--- src/rtl/digi_scan_driver.sv ---
// Memory-mapped four-digit seven-segment scanner: VALUE/CTRL registers, frame-aligned
// display shadow, digit multiplexing and hex decode onto {an, seg}, all active-low.
`timescale 1ns/1ps
module digi_scan_driver #(
  parameter int unsigned SCAN_DIV  = 100000,
  parameter logic [31:0] BASE_ADDR = 32'h40000014
) (
  input  logic        clk,
  input  logic        reset,
  input  logic        ex_wr,
  input  logic [31:0] Address,
  input  logic [31:0] Write_data,
  output logic [31:0] Read_data,
  output logic [11:0] digi
);

  localparam int unsigned DIV_W     = (SCAN_DIV > 2) ? $clog2(SCAN_DIV) : 1;
  localparam int unsigned VAL_W     = 16;
  localparam int unsigned CTRL_W    = 9;
  localparam logic [DIV_W-1:0] DIV_LAST = DIV_W'(SCAN_DIV - 1);
  localparam logic [31:0]  CTRL_ADDR = BASE_ADDR + 32'd4;
  localparam logic [CTRL_W-1:0] CTRL_RST = 9'h00F;
  localparam logic [11:0]  DIGI_RST  = 12'hEC0;
  localparam logic [11:0]  DIGI_OFF  = 12'hFFF;

  logic [VAL_W-1:0]  value_q, value_nxt, shadow_value_q;
  logic [CTRL_W-1:0] ctrl_q, ctrl_nxt, shadow_ctrl_q;
  logic [DIV_W-1:0]  div_q;
  logic [1:0]        idx_q;
  logic              wr_value, wr_ctrl, div_tc, boundary;
  logic [3:0]        nibble, en_mask, dp_mask;
  logic [6:0]        pattern;
  logic              lz_blank, blank;
  logic [11:0]       digi_nxt;
  logic              unused_wdata;

  assign unused_wdata = &{1'b0, Write_data[31:16]};

  // Register write decode; the written value is what a coincident boundary captures.
  always_comb begin
    wr_value  = ex_wr && (Address == BASE_ADDR);
    wr_ctrl   = ex_wr && (Address == CTRL_ADDR);
    value_nxt = wr_value ? Write_data[VAL_W-1:0] : value_q;
    ctrl_nxt  = wr_ctrl ? Write_data[CTRL_W-1:0] : ctrl_q;
    div_tc    = (div_q == DIV_LAST);
    boundary  = div_tc && (idx_q == 2'd3);
  end

  always_comb begin
    Read_data = 32'd0;
    if (Address == BASE_ADDR) Read_data = 32'(value_q);
    else if (Address == CTRL_ADDR) Read_data = 32'(ctrl_q);
  end

  // Slot decode from the shadow: nibble select, leading-zero test, segment pattern.
  always_comb begin
    nibble   = shadow_value_q[3:0];
    lz_blank = 1'b0;
    en_mask  = shadow_ctrl_q[3:0];
    dp_mask  = shadow_ctrl_q[7:4];
    case (idx_q)
      2'd1: begin
        nibble   = shadow_value_q[7:4];
        lz_blank = (shadow_value_q[15:4] == 12'd0);
      end
      2'd2: begin
        nibble   = shadow_value_q[11:8];
        lz_blank = (shadow_value_q[15:8] == 8'd0);
      end
      2'd3: begin
        nibble   = shadow_value_q[15:12];
        lz_blank = (shadow_value_q[15:12] == 4'd0);
      end
      default: ;
    endcase
    case (nibble)
      4'h0: pattern = 7'h3F;
      4'h1: pattern = 7'h06;
      4'h2: pattern = 7'h5B;
      4'h3: pattern = 7'h4F;
      4'h4: pattern = 7'h66;
      4'h5: pattern = 7'h6D;
      4'h6: pattern = 7'h7D;
      4'h7: pattern = 7'h07;
      4'h8: pattern = 7'h7F;
      4'h9: pattern = 7'h6F;
      4'hA: pattern = 7'h77;
      4'hB: pattern = 7'h7C;
      4'hC: pattern = 7'h39;
      4'hD: pattern = 7'h5E;
      4'hE: pattern = 7'h79;
      default: pattern = 7'h71;
    endcase
    blank    = !en_mask[idx_q] || (shadow_ctrl_q[8] && lz_blank);
    digi_nxt = blank ? DIGI_OFF
                     : {~(4'b0001 << idx_q), ~{dp_mask[idx_q], pattern}};
  end

  always_ff @(posedge clk) begin
    if (reset) begin
      value_q        <= '0;
      ctrl_q         <= CTRL_RST;
      shadow_value_q <= '0;
      shadow_ctrl_q  <= CTRL_RST;
      div_q          <= '0;
      idx_q          <= 2'd0;
      digi           <= DIGI_RST;
    end else begin
      value_q <= value_nxt;
      ctrl_q  <= ctrl_nxt;
      if (div_tc) begin
        div_q <= '0;
        idx_q <= idx_q + 2'd1;
      end else begin
        div_q <= div_q + DIV_W'(1);
      end
      if (boundary) begin
        shadow_value_q <= value_nxt;
        shadow_ctrl_q  <= ctrl_nxt;
      end
      digi <= digi_nxt;
    end
  end

endmodule

--- config.mk ---
export PLATFORM = sky130hd
export DESIGN_NAME = digi_scan_driver
export DESIGN_NICKNAME = d
export VERILOG_FILES = /design/src/rtl/digi_scan_driver.sv
export SDC_FILE = /design/constraint.sdc
export NUM_CORES = 1
export LEC_CHECK = 0
export CAP_MARGIN = 20
export CORE_MARGIN = 4
export CORE_UTILIZATION = 33
export DETAILED_ROUTE_END_ITERATION = 8
export SLEW_MARGIN = 20
export SYNTH_ARGS = -nofsm -noshare
export SYNTH_HDL_FRONTEND = slang
export SYNTH_SLANG_ARGS = --single-unit
--- constraint.sdc ---
create_clock -name clk -period 3.05 [get_ports clk]
set_input_delay 0.61 -clock clk [delete_from_list [all_inputs] [get_ports clk]]
set_output_delay 0.61 -clock clk [all_outputs]
set_load 0.02 [all_outputs]
**Word-level counts from Yosys, hierarchy flattened**

Memory sizes are Yosys's and may differ from the RTL's.
Cells that the tools add are included.

- Register bits after elaboration: 81
- Memory bits (read-only): 112
- Word-level logic and storage cells: 43
- Memories kept: 1

Memory list:

| memory | words | width | read ports | clocked after memory_dff | wr ports | line | RTL |
|---|---|---|---|---|---|---|---|
| (no name shown) | 16 | 7 | 1 | 0 | 0 | 76 | `case (nibble)` |

- $add $sub $neg: 2
- $lt $le $gt $ge: 1
- Equality and inequality tests: 6
- Shifts and indexed selects: 1
- Multiplexer cells: 11
- Bitwise logic cells: 2
- Reduce and logical (&&, ||, !) cells: 11

Operators with widths:

| cell | number |
|---|---|
| 32-bit by 31-bit equality test with 1-bit output, second input constant | 2 |
| 16-bit two-way mux | 2 |
| 9-bit two-way mux | 3 |
| 17-bit by 1-bit adder with 17-bit output, second input constant | 1 |
| 17-bit equality test, second input constant | 1 |
| 12-bit zero test | 1 |
| 4-bit one-hot mux with 3 select lines | 1 |
| 8-bit zero test | 1 |
| 8-bit inverter | 1 |
| 1-bit binary-select mux with 2-bit select | 2 |
| 2-bit equality test, second input constant | 2 |
| 1-bit logical AND | 4 |
| 4-bit zero test | 1 |
| 4-bit inverter | 1 |
| 2-bit OR reduction | 2 |
| 1-bit by 2-bit << shifter with 4-bit output, first input constant | 1 |
| 2-bit by 3-bit < comparator with 1-bit output, second input constant | 1 |
| 1-bit one-hot mux with 3 select lines | 1 |
| 2-bit by 1-bit adder with 2-bit output, second input constant | 1 |
| 2-bit by 1-bit equality test with 1-bit output, second input constant | 1 |
| 1-bit two-way mux | 2 |
| 1-bit zero test | 1 |
| 1-bit logical OR | 1 |

**Logic depth before layout (Yosys ltp)**

Gate-level depths: netlist (run 1).

- Depth in word-level cells: 5
- Depth in mapped cells: 9

**Worst setup path before layout (run 1)**

No wires, ideal clock.

- Path kind: input to output
- From: in Address[8]
- To: out Read_data[6]
- Arrival: 2,253 ps
- Data required time: 2,440 ps
- Setup slack: 187 ps
- Stages: 5
- Path buffers: 1
- Cell sequence: nor4_1 > nand4_2 > nor3_1 > clkbuf_1 > a22o_1

- Longest elaborated chain between the ends: 3
- Elaborated cells on any way between the ends: 4
- Those cells by class: 2 x eq/ne; 2 x mux

RTL lines:

| element | line | RTL |
|---|---|---|
| start, declared | 11 | `input logic [31:0] Address,` |
| 32-bit by 31-bit equality test with 1-bit output | 52 | `else if (Address == CTRL_ADDR) Read_data = 32'(ctrl_q);` |
| 9-bit two-way mux | 52 |  |
| 16-bit two-way mux (*) | 51 | `if (Address == BASE_ADDR) Read_data = 32'(value_q);` |
| end, declared | 13 | `output logic [31:0] Read_data,` |

Every way passes the cells marked *; elsewhere a longest branch is shown, timed or not.

**Final worst setup path (run 1)**

- From: in Address[17]
- To: out Read_data[7]

Same word-level chain as after synthesis.

==> impl_metrics.ini, run 1 <==
[run_status]
status = completed

[yosys]
ys_ff_latch = 81
synth_area_leaders = dfxtp_1 42%, nor2_1 7.1%, a211oi_2 6.4%
synth_top_cell_area_share = 0.4154
ys_types = 50
async_flop_share = 0
syn_avg_cell_area_um2 = 9.521
synth_warnings = 0
synth.cell_area_mm2 = 0.003904
synthFlopType = dfxtp_1
syn-instance-count = 410
synth_top_cell_by_area = dfxtp_1
ys_seq_area_frac = 0.4154
synth_edf_count = 0

[grt]
grt_pass1_vias = 3118
antenna_found_initial = 0
grt_pass1_wl_mm = 14.70
grt_max_degree = 47
gr-total-overflow = 0
grtUsageTotal = 0.1353

[cts]
htreeDepth = 3
insertion_delay_ns = 0.33
ctsHoldBuffers = 0
cts_tree = yes
clk_pin_slew_ns = 0.06
cts-root-buf = clkbuf_16
cts.sinks = 81
clockBufferDepth = 2
numCtsBuffers = 9

[timing]
skew_ns = 0.005711
maxSlewHeadroom = 0.4958
hold_viol = 0
fmaxAchievable_mhz = 338.2
final-max-slew-violation-count = 0
setup_viol = 0
fin_crit_sh = 0.9694
tightest_slew_ns = 0.7527
fin_ws_ns = 0.09320
post-route-min-period_ns = 2.957

[placement]
dp_slack_ns = -0.4792
gp_congestion = 0.7386
port_buffers = 78
dp_hpwl_mm = 6.928

[layout]
final_core_util = 0.4568
area_delta_synth_final_pct = 34.74
num_antenna_cells = 0
final_cell_mix = 81 x dfxtp_1, 74 x nor2_1, 55 x clkdlybuf4s50_1
final_common_cell = dfxtp_1
drive_gt1_frac = 0.1850
final_nets = 582
fill_cells = 1101

[pwr]
pwr_density_cell_mw_per_mm2 = 445.9
p_leak_nw = 1.968
ir_worst_vdd_v = 0.0002200

[worst_hold_path]
whs_path_depth = 1
min_path_type = reg -> reg

[worst_setup_path]
worstSetupStartpointType = primary input
crit_required_ns = 2.44
crit_arrival_ns = 2.35
worstPathMaxFanout = 5
worstSetupPathType = in -> out
rr_worst_depth = 9
crit_path_end_kind = primary output

[route]
firstDrtPassIters = 6
vias = 3181
vias_per_cell = 4.886
wl_mm = 9.320
drt_iter0_markers = 128
drc = 0
wl_per_cell_um = 14.32
ant_nets = 0

[floorplan]
die_h_um = 116.8
core_mm2 = 0.01152
die_w_um = 116.8
io_pins = 111
start_util = 0.3390
die-area_mm2 = 0.01363
rows = 39

[job]
drv_cap = 0
through the flow:
stage          total power, mW  std cells  TNS [ns]  hold slack [ns]  instance area, µm²
4_1_cts                  2.368        651         0           0.4467                5197
5_1_grt                  2.414        651  -0.01457           0.4534                5260
3_5_place_dp             1.217        632    -7.446           0.4380                4858
3_3_place_gp             1.216        632    -6.369           0.4293                4858
2_1_floorplan            1.152        425         0           0.4175                3960
6_report                 2.346        651         0           0.4484                5260
final timing paths:
check	startpoint	to	slack, ns
hold reg to reg	div_q[0]	div_q[0]	0.45
setup reg to reg	idx_q[1]	digi[3]	0.47
setup / recovery	Address[17]	Read_data[7]	0.09
hold / removal	div_q[0]	div_q[0]	0.45
cell type report:
class,count,area (µm²),area share
Multi-Input combinational cell,297,2148,0.4084
Sequential cell,81,1622,0.3083
Timing Repair Buffer,100,935.9,0.1779
Clock buffer,12,246.5,0.04686
Tap cell,143,178.9,0.03402
Clock inverter,4,76.32,0.01451
Inverter,14,52.55,0.009990
report_power, final:
part,total (mW),switching [mW],internal [mW]
clock network,1.15,0.404,0.741
logic,0.136,0.0656,0.0706
registers,1.06,0.00271,1.06
registers in the layout, summed over array words and instances, names as in the netlist:
register and count:
div_q 17, shadow_value_q 16, value_q 16, digi 12, ctrl_q 9, shadow_ctrl_q 9, idx_q 2
what timing repair did:
item | CTS | global route
gates cloned | 1 | 0
pin swaps | 3 | 6
buffers inserted | 2 | 0
resized for setup | 76 | 20
setup endpoints to repair | 16 | 16
critical path, stage by stage:
cell	delay, ns
clkdlybuf4s50_1	0.41
nor4b_2	0.30
nand4_2	0.20
nor3_4	0.30
buf_6	0.17
buf_12	0.11
a22o_1	0.14
buf_6	0.11
cell usage after synthesis (4+ instances only):
library cell / number
clkbuf_1: 10
a21oi_1: 12
ha_1: 12
a211oi_2: 20
xnor2_1: 9
mux2i_1: 25
and2_1: 14
a222oi_1: 4
a22o_1: 9
inv_1: 14
buf_4: 19
a221oi_1: 4
xor2_1: 7
nor3_1: 7
nand2_1: 20
nor2_1: 74
nor4_1: 8
o21ai_0: 7
nand3_1: 10
dfxtp_1: 81
routing by layer:
layer,GRT usage,up-vias,part of all wire
met2,0.2370,82,0.47
met1,0.1633,1484,0.45
met5,0,-,0
met4,0.03746,0,0.0070
met3,0.03575,7,0.070
li1,-,1608,-
cell families (layout without fill, tap and decap cells):
group                      count (synthesis)  in the layout  share of synthesized area
DFF                                       81             81                     0.4154
muxes                                     29             29                    0.08141
other                                      1             16                  0.0009606
buffers and inverters                     47            130                    0.06763
and+or+nand+nor                          155            155                     0.2064
xor gates and xnor gates                  16             16                    0.03590
AOI/OAI and AO/OA                         69             69                     0.1538
adders and majority gates                 12             12                    0.03846
No activity file was read; power rests on OpenSTA's default activity.
==> run 2: changes to the inputs <==
--- a/config.mk
+++ b/config.mk
@@ -6,9 +6,10 @@
 export NUM_CORES = 1
 export LEC_CHECK = 0
 export CAP_MARGIN = 20
-export CORE_MARGIN = 4
+export CORE_MARGIN = 1
 export CORE_UTILIZATION = 33
 export DETAILED_ROUTE_END_ITERATION = 8
+export SKIP_CTS_REPAIR_TIMING = 1
 export SLEW_MARGIN = 20
 export SYNTH_ARGS = -nofsm -noshare
 export SYNTH_HDL_FRONTEND = slang
==> impl_metrics.ini, run 2 (synthesis results as in run 1) <==
[run_status]
status = completed

[cts]
clk_pin_slew_ns = 0.05
cts.sinks = 81
cts_tree = yes
cts-root-buf = clkbuf_16
htreeDepth = 3
insertion_delay_ns = 0.33
numCtsBuffers = 9
clockBufferDepth = 2

[worst_setup_path]
crit_arrival_ns = 2.35
worstPathMaxFanout = 8
crit_path_end_kind = primary output
critPathMaxStageDelay_ns = 0.41
worstSetupPathType = in -> out
critical-path-top-delay-family = simple AND/OR/NAND/NOR gates
worst_path_max_delay_cell = clkdlybuf4s50_1
path_cells = clkdlybuf4s50_1 > nor4_2 > nand4_2 > nor3_4 > buf_6 > a22o_1 > clkbuf_2
timing.critical_path.buf_inv = 3
worstSetupStartpointType = primary input
crit_required_ns = 2.44

[route]
wl_mm = 9.061
ant_nets = 0
wl_per_cell_um = 13.96
drc = 0
vias_per_cell = 4.863
vias = 3156
drt_iter0_markers = 222
firstDrtPassIters = 5

[layout]
drive_gt1_frac = 0.1759
multi_input_area_mm2 = 0.002135
area_delta_synth_final_pct = 33.53
final_nets = 581
stdcell_area_mm2 = 0.005213
final_cell_mix = 81 x dfxtp_1, 74 x nor2_1, 60 x clkdlybuf4s50_1
largest_register_ffs = 17
num_antenna_cells = 0
fill_cells = 1104
final_common_cell = dfxtp_1
reg.largest.list = div_q x17, shadow_value_q x16, value_q x16
largest_register = div_q
seqCellArea_mm2 = 0.001622
final_cells = 649
final_core_util = 0.4546

[grt]
grt_pass1_wl_mm = 15.04
met2_usage = 0.2513
use_met1 = 0.1820
grt_max_degree = 47
met3_usage = 0.04757
gr-max-usage-layer = met2
grt_pass1_vias = 3218
antenna_found_initial = 0
gr-total-overflow = 0
grtUsageTotal = 0.1497

[timing]
tightest_slew_ns = 0.7465
setup_viol = 0
tns_ns = 0
skew_ns = 0.006197
hold_viol = 0
final-max-slew-violation-count = 0
fmaxAchievable_mhz = 338.0
maxSlewHeadroom = 0.5000
rsz0062_at_grt = false
post-route-min-period_ns = 2.958
hold_slack_ns = 0.4518
fin_crit_sh = 0.9699

[pwr]
clock_power_share = 0.497
p_comb_frac = 0.057
internal_power_mw = 1.928
ir_worst_vdd_v = 0.0002186
p_leak_nw = 1.903
pwr_density_cell_mw_per_mm2 = 457.4
swShare = 0.1911
p_sw_mw = 0.4557
pwr-share-seq = 0.446

[floorplan]
rows = 39
die-area_mm2 = 0.01227
io_pins = 111
die_h_um = 110.8
core_mm2 = 0.01147
die_w_um = 110.8
start_util = 0.3404

[placement]
port_buffers = 78
gp_congestion = 0.7485
dp_hpwl_mm = 6.692
postPlaceCellArea_mm2 = 0.004858
place_inst = 632

[job]
drv_cap = 0

[worst_hold_path]
min_path_type = reg -> reg
run 2: cell types whose count changed in the layout (fill, tap and decap cells not counted), moves of 3 or more:
cell,previous run,this run
buf_2,12,2
clkbuf_2,0,9
clkdlybuf4s50_1,55,60
buf_4,19,22
dlymetal6s2s_1,6,1
run 2: power by group through the flow:
stage	sequential, mW	clock (mW)	combinational, mW
after global routing	1.06	1.27	0.146
after global placement	1.09	0	0.128
after detailed placement	1.09	0	0.129
after floorplan	1.09	0	0.0649
final	1.06	1.18	0.135
after CTS	1.06	1.22	0.130
run 2: worst paths after layout:
| path | cells after the start | start | endpoint | slack, ns |
|---|---|---|---|---|
| min | 1 | div_q[0] | div_q[0] | 0.45 |
| max reg2reg | 8 | idx_q[0] | digi[1] | 0.46 |
| min reg2reg | 1 | div_q[0] | div_q[0] | 0.45 |
| max | 7 | Address[8] | Read_data[7] | 0.09 |
run 2: cell type report:
cell class	instances	area share
clock buffers	12	0.04537
clock inverters	3	0.01728
inverters	14	0.01008
multi-input cells	297	0.4095
flip-flops and latches	81	0.3111
well taps	143	0.03433
repair buffers	99	0.1723
run 2: per-layer routing:
metal	wire length (µm)	vias up
li1	-	1605
met1	4159	1457
met5	0	-
met4	48	0
met3	488	4
met2	4365	90
run 2: stage by stage:
step                      setup WS [ns]  power [mW]
after detailed placement        -0.4044       1.217
after global placement          -0.3906       1.215
after CTS                       -0.4102       2.412
final                           0.09165       2.384
after global routing           0.002622       2.482
after floorplan                  0.1873       1.152
==> run 3: changes to the inputs <==
--- a/config.mk
+++ b/config.mk
@@ -8,7 +8,9 @@
 export CAP_MARGIN = 20
 export CORE_MARGIN = 1
 export CORE_UTILIZATION = 33
+export CTS_BUF_LIST = sky130_fd_sc_hd__clkbuf_8 sky130_fd_sc_hd__clkbuf_16
 export DETAILED_ROUTE_END_ITERATION = 8
+export PLACE_DENSITY = 0.59
 export SKIP_CTS_REPAIR_TIMING = 1
 export SLEW_MARGIN = 20
 export SYNTH_ARGS = -nofsm -noshare
==> constraint.sdc (replaced) <==
create_clock -name clk -period 3.04 [get_ports clk]
set_input_delay 0.608 -clock clk [delete_from_list [all_inputs] [get_ports clk]]
set_output_delay 0.608 -clock clk [all_outputs]
set_load 0.02 [all_outputs]
==> impl_metrics.ini, run 3 (synthesis results as in run 1) <==
[worst_setup_path]
worstSetupPathType = in -> out
crit_path_end_kind = primary output
worstSetupStartpointType = primary input
worstPathMaxFanout = 8
crit_required_ns = 2.43
crit_arrival_ns = 2.40

[timing]
hold_viol = 0
fin_ws_ns = 0.03461
rsz0062_at_grt = true
setup_viol = 0
post-route-min-period_ns = 3.005
skew_ns = 0.005202
tightest_slew_ns = 0.8117
final-max-slew-violation-count = 0
maxSlewHeadroom = 0.4563
fin_crit_sh = 0.9886
fmaxAchievable_mhz = 332.7

[layout]
num_antenna_cells = 0
multi_input_area_mm2 = 0.002145
final_cell_mix = 81 x dfxtp_1, 74 x nor2_1, 60 x clkdlybuf4s50_1
final_nets = 582
seqCellArea_mm2 = 0.001622
drive_gt1_frac = 0.1870
stdcell_area_mm2 = 0.005235
final_cells = 651
fill_cells = 1112
largest_register = div_q
reg.largest.list = div_q x17, shadow_value_q x16, value_q x16
area_delta_synth_final_pct = 34.10
largest_register_ffs = 17
final_common_cell = dfxtp_1

[run_status]
status = completed

[pwr]
p_comb_frac = 0.057
swShare = 0.2095
p_sw_mw = 0.4981
clock_power_share = 0.494
internal_power_mw = 1.879
finalPower_mw = 2.377
pwr_density_cell_mw_per_mm2 = 454.1
p_leak_nw = 1.927
ir_worst_vdd_v = 0.0001976
pwr-share-seq = 0.449

[floorplan]
die_h_um = 110.8
io_pins = 111
rows = 39
core_mm2 = 0.01147
die_w_um = 110.8
die-area_mm2 = 0.01227
start_util = 0.3404

[placement]
gp_congestion = 0.7672
dp_hpwl_mm = 6.612
port_buffers = 78
postPlaceCellArea_mm2 = 0.004843
place_inst = 630
dp_slack_ns = -0.4200

[job]
drv_cap = 0

[cts]
htreeDepth = 3
cts.sinks = 81
cts-root-buf = clkbuf_16
insertion_delay_ns = 0.34
clk_pin_slew_ns = 0.06
cts_tree = yes
numCtsBuffers = 9
clockBufferDepth = 2

[route]
highest-signal-layer = met4
firstDrtPassIters = 4
vias_per_cell = 4.922
drt_iter0_markers = 97
wl_met3_um = 557
wl_per_cell_um = 14.50
wirelength_met1_mm = 4.269
wl_mm = 9.441
vias = 3204
ant_nets = 0
drc = 0
wl_met2_mm = 4.437

[grt]
grtUsageTotal = 0.1502
grt_pass1_vias = 3161
gr-total-overflow = 0
antenna_found_initial = 0
grt_max_degree = 47
grt_pass1_wl_mm = 14.97

[worst_hold_path]
min_path_type = reg -> reg
==> run 3: layout make-up <==
class	count	area share
multi-input combinational	297	0.4097
sequential	81	0.3098
timing repair buffer	100	0.1735
clock buffer	10	0.04565
tap	143	0.03418
clock inverter	6	0.01721
inverter	14	0.01004
==> run 3: stage by stage <==
| stage | TNS [ns] | hold slack, ns | util |
|---|---|---|---|
| 4_1_cts | -6.287 | 0.4484 | 0.4511 |
| 6_report | 0 | 0.4436 | 0.4565 |
| 3_3_place_gp | -5.690 | 0.4288 | 0.4224 |
| 2_1_floorplan | 0 | 0.4175 | - |
| 3_5_place_dp | -6.282 | 0.4384 | 0.4224 |
| 5_1_grt | -0.5715 | 0.4643 | 0.4565 |
==> run 3: final timing paths <==
path	startpoint	cells after the start	slack (ns)	end
min	div_q[0]	1	0.44	div_q[0]
max reg2reg	idx_q[0]	8	0.44	digi[3]
max	Address[28]	7	0.03	Read_data[7]
min reg2reg	div_q[0]	1	0.44	div_q[0]
==> run 3: power groups by stage <==
| stage | sequential [mW] | combinational [mW] | clock (mW) |
|---|---|---|---|
| 2_1_floorplan | 1.09 | 0.0651 | 0 |
| 3_3_place_gp | 1.09 | 0.128 | 0 |
| 3_5_place_dp | 1.09 | 0.129 | 0 |
| 4_1_cts | 1.07 | 0.130 | 1.20 |
| 5_1_grt | 1.07 | 0.145 | 1.25 |
| 6_report | 1.07 | 0.135 | 1.17 |
==> run 3: worst max-delay path, stage by stage <==
cell and delay (ns):
clkdlybuf4s50_1 0.42, nor4_2 0.35, nand4_1 0.24, nor3_4 0.29
buf_6 0.18, a22o_1 0.16, buf_4 0.14
==> run 3: metal layers <==
metal,vias up,GRT usage
met5,-,0
met4,0,0.06578
met3,19,0.04046
met2,104,0.2538
met1,1473,0.1781
li1,1608,-
